===== src/rtl/lfsr_share_pkg.sv =====
// Shared types and defaults for the shared-LFSR random source.
package lfsr_share_pkg;

    typedef enum logic [1:0] {
        StIdle,
        StStep,
        StDeliver
    } state_e;

    localparam logic [15:0] DefaultSeed = 16'h0001;

    // Known maximal-length tap masks; other widths fall back to the top two bits.
    function automatic logic [15:0] default_taps(input int unsigned width);
        logic [15:0] taps;
        unique case (width)
            4:       taps = 16'h000C;
            8:       taps = 16'h00B8;
            16:      taps = 16'hB400;
            default: taps = (16'h1 << (width - 1)) | (16'h1 << (width - 2));
        endcase
        return taps;
    endfunction

endpackage


===== src/rtl/lfsr_share_ctrl_core.sv =====
// Registered Fibonacci LFSR with load (priority) and advance enables.
// A zero load value is replaced by SEED so the register can never lock up.
module lfsr_share_ctrl_core
    import lfsr_share_pkg::*;
#(
    parameter int unsigned          LFSR_W = 8,
    parameter logic [LFSR_W-1:0]    TAPS   = LFSR_W'(default_taps(LFSR_W)),
    parameter logic [LFSR_W-1:0]    SEED   = LFSR_W'(DefaultSeed)
) (
    input  logic              clk_i,
    input  logic              rst_i,
    input  logic              ld_i,
    input  logic [LFSR_W-1:0] ld_val_i,
    input  logic              adv_i,
    output logic [LFSR_W-1:0] nxt_o
);

    logic [LFSR_W-1:0] lfsr_q, lfsr_d;

    // Next-state: load beats advance; nxt_o is always the one-step-ahead value.
    always_comb begin
        nxt_o  = {lfsr_q[LFSR_W-2:0], ^(lfsr_q & TAPS)};
        lfsr_d = lfsr_q;
        if (ld_i) begin
            lfsr_d = (ld_val_i == '0) ? SEED : ld_val_i;
        end else if (adv_i) begin
            lfsr_d = nxt_o;
        end
    end

    // LFSR register, synchronous reset to SEED.
    always_ff @(posedge clk_i) begin
        if (rst_i) lfsr_q <= SEED;
        else       lfsr_q <= lfsr_d;
    end

endmodule


===== src/rtl/lfsr_share_ctrl.sv =====
// Arbitrates NUM_REQ requesters onto one LFSR, stepping it LFSR_W times per grant.
// Build option: LFSR_SHARE_RR_EN selects round-robin arbitration (default fixed priority).
module lfsr_share_ctrl
    import lfsr_share_pkg::*;
#(
    parameter int unsigned          NUM_REQ = 4,
    parameter int unsigned          LFSR_W  = 8,
    parameter logic [LFSR_W-1:0]    TAPS    = LFSR_W'(default_taps(LFSR_W)),
    parameter logic [LFSR_W-1:0]    SEED    = LFSR_W'(DefaultSeed)
) (
    input  logic               clk,
    input  logic               rst,
    input  logic [NUM_REQ-1:0] req,
    input  logic               seed_load,
    input  logic [LFSR_W-1:0]  seed_val,
    output logic [NUM_REQ-1:0] gnt,
    output logic               rnd_valid,
    output logic [LFSR_W-1:0]  rnd_data,
    output logic               busy
);

    localparam int unsigned IdxW = $clog2(NUM_REQ);
    localparam int unsigned CntW = $clog2(LFSR_W);

    state_e             state_q, state_d;
    logic [IdxW-1:0]    winner_q, winner_d;
    logic [CntW-1:0]    step_cnt_q, step_cnt_d;
    logic [NUM_REQ-1:0] gnt_q, gnt_d;
    logic               rnd_valid_q, rnd_valid_d;
    logic [LFSR_W-1:0]  rnd_data_q, rnd_data_d;
    logic               busy_q, busy_d;
    logic [IdxW-1:0]    pick;
    logic               ld, adv;
    logic [LFSR_W-1:0]  lfsr_nxt;

`ifdef LFSR_SHARE_RR_EN
    logic [IdxW-1:0]    rr_ptr_q, rr_ptr_d;

    // Round-robin pick: first requester at or after the pointer, wrapping.
    always_comb begin
        logic found;
        int   cand;
        pick  = '0;
        found = 1'b0;
        for (int i = 0; i < int'(NUM_REQ); i++) begin
            cand = int'(rr_ptr_q) + i;
            if (cand >= int'(NUM_REQ)) cand = cand - int'(NUM_REQ);
            if (!found && req[cand]) begin
                found = 1'b1;
                pick  = IdxW'(cand);
            end
        end
    end
`else
    // Fixed-priority pick: lowest index wins.
    always_comb begin
        pick = '0;
        for (int i = int'(NUM_REQ) - 1; i >= 0; i--) begin
            if (req[i]) pick = IdxW'(i);
        end
    end
`endif

    lfsr_share_ctrl_core #(
        .LFSR_W (LFSR_W),
        .TAPS   (TAPS),
        .SEED   (SEED)
    ) u_core (
        .clk_i    (clk),
        .rst_i    (rst),
        .ld_i     (ld),
        .ld_val_i (seed_val),
        .adv_i    (adv),
        .nxt_o    (lfsr_nxt)
    );

    // FSM next-state and registered-output next values.
    always_comb begin
        state_d     = state_q;
        winner_d    = winner_q;
        step_cnt_d  = step_cnt_q;
        gnt_d       = '0;
        rnd_valid_d = 1'b0;
        rnd_data_d  = rnd_data_q;
        ld          = 1'b0;
        adv         = 1'b0;
`ifdef LFSR_SHARE_RR_EN
        rr_ptr_d    = rr_ptr_q;
`endif
        unique case (state_q)
            StIdle: begin
                if (seed_load) begin
                    ld = 1'b1;
                end else if (|req) begin
                    winner_d   = pick;
                    step_cnt_d = CntW'(LFSR_W - 1);
                    state_d    = StStep;
`ifdef LFSR_SHARE_RR_EN
                    rr_ptr_d   = (pick == IdxW'(NUM_REQ - 1)) ? '0 : pick + 1'b1;
`endif
                end
            end
            StStep: begin
                adv = 1'b1;
                if (step_cnt_q == '0) begin
                    // Capture the post-step word so it is valid alongside gnt.
                    state_d     = StDeliver;
                    gnt_d       = NUM_REQ'(1) << winner_q;
                    rnd_valid_d = 1'b1;
                    rnd_data_d  = lfsr_nxt;
                end else begin
                    step_cnt_d = step_cnt_q - 1'b1;
                end
            end
            StDeliver: state_d = StIdle;
            default:   state_d = StIdle;
        endcase
        busy_d = (state_d != StIdle);
    end

    // State and output registers, synchronous active-high reset.
    always_ff @(posedge clk) begin
        if (rst) begin
            state_q     <= StIdle;
            winner_q    <= '0;
            step_cnt_q  <= '0;
            gnt_q       <= '0;
            rnd_valid_q <= 1'b0;
            rnd_data_q  <= '0;
            busy_q      <= 1'b0;
`ifdef LFSR_SHARE_RR_EN
            rr_ptr_q    <= '0;
`endif
        end else begin
            state_q     <= state_d;
            winner_q    <= winner_d;
            step_cnt_q  <= step_cnt_d;
            gnt_q       <= gnt_d;
            rnd_valid_q <= rnd_valid_d;
            rnd_data_q  <= rnd_data_d;
            busy_q      <= busy_d;
`ifdef LFSR_SHARE_RR_EN
            rr_ptr_q    <= rr_ptr_d;
`endif
        end
    end

    assign gnt       = gnt_q;
    assign rnd_valid = rnd_valid_q;
    assign rnd_data  = rnd_data_q;
    assign busy      = busy_q;

endmodule


===== config.mk =====
export PLATFORM = sky130hd
export DESIGN_NAME = lfsr_share_ctrl
export DESIGN_NICKNAME = d
export VERILOG_FILES = /design/src/rtl/lfsr_share_pkg.sv /design/src/rtl/lfsr_share_ctrl_core.sv /design/src/rtl/lfsr_share_ctrl.sv
export SDC_FILE = /design/constraint.sdc
export NUM_CORES = 1
export LEC_CHECK = 0
export ABC_AREA = 0
export BUFFER_PORTS_ARGS = -buffer_cell sky130_fd_sc_hd__buf_2
export CORE_UTILIZATION = 50
export CTS_CLUSTER_DIAMETER = 30
export DETAILED_ROUTE_END_ITERATION = 7
export MAX_ROUTING_LAYER = met4
export PLACE_DENSITY = 0.86
export SLEW_MARGIN = 5
export SYNTH_ARGS = -nofsm -noshare
export SYNTH_HDL_FRONTEND = slang
export SYNTH_SLANG_ARGS = --single-unit

===== constraint.sdc =====
create_clock -name clk -period 1.97 [get_ports clk]
set_clock_uncertainty 0.05 [all_clocks]
set_input_delay 0.2955 -clock clk [delete_from_list [all_inputs] [get_ports clk]]
set_output_delay 0.2955 -clock clk [all_outputs]
set_load 0.05 [all_outputs]

# == After elaboration in Yosys (flattened, before gate mapping) ==
# Cells that the tools add are included.
# classes
add_sub_neg,1
multipliers,0
div_mod_pow,0
order_cmp,0
n_eq_ne,4
n_shift,1
n_mux,19
bitwise_logic,3
reduce_logical,13
# op_table
cell,count
8-bit 2-to-1 mux,3
2-bit 2-to-1 mux,7
3-bit 2-to-1 mux,3
8-bit zero test,1
8-bit parity,1
"2-bit != test, second input constant",3
3-bit one-hot mux with 2 select lines,1
2-bit nonzero test,3
1-bit 2-to-1 mux,4
2-bit one-hot mux with 2 select lines,1
4-bit AND reduction,1
4-bit OR reduction,1
"1-bit by 2-bit left shift with 4-bit output, first input constant",1
3-bit zero test,1
1-bit inverter,3
3-bit AND reduction,1
3-bit OR reduction,1
"3-bit by 1-bit subtractor with 3-bit output, second input constant",1
"2-bit by 1-bit equality test with 1-bit output, second input constant",1
2-bit zero test,1
2-bit AND reduction,1
2-bit OR reduction,1
# totals
reg_bits,29
latchBits,0
ram_bits,0
mem_bits_ro,0
in_bits,15
output_inout_bits,14
mem_count,0

# == Longest topological paths before layout ==
# logic_depth
ltp_word,5
ltp_mapped,7
ltp_nobuf,6

# == Cells and area by module ==
# A second synthesis with hierarchy kept.
# hier_totals
cells_unflattened,140
hier_area_um2,1312.5
# by_module_without_submodules
module,instances,cells_per_inst,area_per_inst_um2
lfsr_share_ctrl,1,89,808.3
lfsr_share_ctrl_core,1,51,504.2

# == Least setup slack after synthesis ==
# No wires, ideal clock.
# synth_path
path_kind,reg-to-reg
from,reg step_cnt_q[0]
to,reg rnd_data_q[0] (netlist: rnd_data[0])
setup_time_ns,0.086
arrival_ns,1.340
required_time_ns,1.834
path_slack_ns,0.495
path_stages_with_launch,8
path_buffers,1
synth_period_minus_slack_ns,1.475
cell_sequence,dfxtp_1 -> inv_1 -> ha_1 -> nor2b_1 -> and2_1 -> buf_4 -> nor2_1 -> a211oi_1
# synth_via
elab_chain_cells,2
# synth_lines
item,line_no,text
start: declaration,lfsr_share_ctrl.sv:27,"logic [CntW-1:0] step_cnt_q, step_cnt_d;"
start signal: assignment,lfsr_share_ctrl.sv:137,step_cnt_q <= step_cnt_d;
3-bit zero test,lfsr_share_ctrl.sv:105,if (step_cnt_q == '0) begin
2-bit AND reduction (no line),--,
end signal: assignment,lfsr_share_ctrl.sv:140,rnd_data_q <= rnd_data_d;
end: declaration,lfsr_share_ctrl.sv:30,"logic [LFSR_W-1:0] rnd_data_q, rnd_data_d;"
# No other way between the ends.
# A chain may end at the register's enable or synchronous reset.

# == Final worst setup path ==
# Same ends and word-level chain as after synthesis.

==> flow_summary_export.csv <==
group,metric,value,unit
run_status,status,"finished clean",
clock_network,cts_resized,0,
clock_network,clock-root-buffer,"clkbuf_4",
pwr,clkPwrFrac,0.309,
yosys,ys_seq_area_frac,0.488,
cells_and_area,final_nets,178,
critical_path,crit_type,"reg2reg",
critical_path,cp-end-kind,"flop",
yosys,synth_area_leaders,"dfxtp_1 (49%), nand2_1 (7.3%), a21oi_1 (7.2%)",
sta,maxSlewViolCount,0,
pwr,irDropWorstVdd,0.564,mV
placed_design,place_ws,339,ps
critical_path,rr_endpoint,"rnd_data[0]$_SDFFE_PP0N_",
cells_and_area,final_core_util,0.630,
die,die_width,50.8,µm
drt,drt_iter0_drc,23,
critical_path,r2r_start,"step_cnt_q[0]$_SDFFE_PP0P_",
clock_network,h-tree-depth,2,
sta,hold_viol,0,
cells_and_area,syn_to_final_growth,18.4,%
drt,wl_per_cell,12.2,µm
critical_path,cp_max_fo,9,
global_routing,grt.total_usage,0.220,
global_routing,grt.overflow.total,0,
yosys,netlist.area_leader.share,0.488,
drt,vias_per_cell,5.33,
yosys,synth.largest_area_cell,"dfxtp_1",
sta,slew_headroom,0.678,
yosys,synthArstFlopShare,0,
sta,rsz0062_at_grt,"false",
clock_network,cts.clk_slew.worst_paths,100,ps
drt,ant_nets,0,
cells_and_area,drive_above_1_share,0.272,
critical_path,critPathMaxStageDelay,330,ps
sta,whs,219,ps
global_routing,antenna_found_initial,0,
pwr,p_sw,399,µW
critical_path,cp.required,2170,ps
placed_design,portBuffers,28,
clock_network,cts_hold_buf,0,
critical_path,crit_path_start,"step_cnt_q[0]$_SDFFE_PP0P_",
yosys,synth-main-ff-cell,"dfxtp_1",
clock_network,tritoncts,"built",
drt,drt-total-wl,2330,µm
run,cap_viol_max_count,0,
clock_network,clk_latency,330,ps
placed_design,hpwl,1730,µm
yosys,syn_inst,131,
die,dieHeight,50.8,µm
die,dieArea,0.00258,mm²
sta,setup_viol,0,
global_routing,grt_max_degree,28,
sta,finalCritPeriodShare,0.839,
global_routing,grt_pass1_wl,3880,µm
drt,firstDrtPassIters,4,
drt,vias,1013,
yosys,post-synth-top-count-cell,"dfxtp_1",
die,num_rows,17,
critical_path,start_kind,"flop",
placed_design,routabilityCongestion,0.822,
pwr,p_leak,0.000588,µW
drt,remaining_drc_errors,0,
hold_path,hp-class,"in2reg",
sta,fmax,0.605,GHz
yosys,ys_ff_latch,29,
pwr,switching_share,0.300,
critical_path,worstPathCellList,"inv_1, ha_1, nor2b_1, and2_1, nor2_1, a211oi_1",
critical_path,r2r_cells,6,
cells_and_area,final.fill_count,198,
global_routing,grt_pass1_vias,908,
die,boundaryPins,29,
clock_network,cts.sink_count,29,
yosys,ys_warn_count,0,
sta,max_slew.worst_pin.slew,483,ps
yosys,postSynthAreaPerCell,9.07,µm²
clock_network,cts_setup_buffers,0,
sta,setup_slack,317,ps
critical_path,r2r_slack,320,ps
yosys,synth_nets,148,
critical_path,critPathSlowestCell,"and2_1",
die,core,0.00223,mm²
sta,min_period,1650,ps
pwr,p_int,932,µW
sta,fin_tns_setup,0,ps
yosys,netlist_area,0.00119,mm²
yosys,synth_cell_types,31,
cells_and_area,insertedDiodeCount,0,
clock_network,cts_buffers,5,
yosys,synth_edf_count,0,
clock_network,clockBufferDepth,2,
pwr,combPwrFrac,0.192,
critical_path,critical_path_arrival,1850,ps
critical_path,crit_end,"rnd_data[0]$_SDFFE_PP0N_",
pwr,p_seq_frac,0.499,
yosys,ys_top_cells_by_count,"dfxtp_1 (29), nand2_1 (23), a21oi_1 (17)",
die,initial_utilization,0.532,
pwr,power_density,946,mW/mm²
==> sequential cells by signal, indices dropped and copies added (netlist names) <==
signal and count:
state_q 2, busy 1, rnd_data 8, gnt 4
rnd_valid 1, step_cnt_q 3, u_core.lfsr_q 8, winner_q 2
==> how the worst min path moves through the flow <==
| stage | start | end | cells after the start |
|---|---|---|---|
| global placement | winner_q[0]$_SDFFE_PP0P_ | gnt[2]$_SDFF_PP0_ | 1 |
| CTS | seed_val[4] | u_core.lfsr_q[4]$_SDFFE_PP0P_ | 3 |
| global route | seed_val[5] | u_core.lfsr_q[5]$_SDFFE_PP0P_ | 3 |
| finish | seed_val[4] | u_core.lfsr_q[4]$_SDFFE_PP0P_ | 3 |
| detailed placement | winner_q[0]$_SDFFE_PP0P_ | gnt[2]$_SDFF_PP0_ | 1 |
| floorplan | winner_q[0]$_SDFFE_PP0P_ | gnt[2]$_SDFF_PP0_ | 1 |
==> area by class of cell <==
cell class                 instances  area, µm²  share of cell area
clock buffer                       7       65.1              0.0462
clock inverter                     1       5.00             0.00356
inverter                           5       18.8              0.0133
multi-input combinational         91        556               0.395
sequential                        29        581               0.412
tap                               28       35.0              0.0249
timing repair buffer              29        148               0.105
==> layout by cell type (no fill, tap or decap), drive strengths merged, types with 4 or more instances in the layout <==
cell and n:
a21oi 17, a22oi 7, buf 29, clkbuf 7, dfxtp 29, inv 5, nand2 23, nor2 12
nor3 4, nor4 4
==> worst max-delay path, delay by kind of cell, from the launching register on <==
family                     cells  cell delay, ps
AOI/OAI and AO/OA              1             200
adders and majority gates      1             180
buffers and inverters          1              90
DFF                            1             320
and+or+nand+nor                3             720
==> routing by layer <==
| metal | vias to the layer above | global-route usage | wire, µm |
|---|---|---|---|
| li1 | 512 | - | - |
| met2 | 29 | 0.342 | 1150 |
| met5 | - | - | 0 |
| met1 | 468 | 0.240 | 1030 |
| met4 | 0 | 0.106 | 32 |
| met3 | 4 | 0.0939 | 113 |
==> cells by family (layout without fill, tap and decap cells) <==
group,after synthesis,in the layout,synth area share
flops,29,29,0.488
mux,1,1,0.00842
buf+inv,11,42,0.0442
fa+ha+maj,2,2,0.0210
compound gates,33,33,0.186
simple gates,52,52,0.229
xor+xnor,3,3,0.0221
==> power groups by stage <==
stage                     Sequential (µW)  Combinational, µW  Clock (µW)
after floorplan                       707                166           0
after detailed placement              677                255           0
after global placement                676                245           0
final                                 665                255         412
after CTS                             664                255         420
after global routing                  670                282         449
==> through the flow <==
stage | total power, µW | instances | area [µm²]
floorplan | 873 | 131 | 1190
global placement | 920 | 182 | 1340
detailed placement | 932 | 182 | 1340
CTS | 1340 | 190 | 1410
global route | 1400 | 190 | 1410
finish | 1330 | 190 | 1410
(Power assumes the default switching activity.)
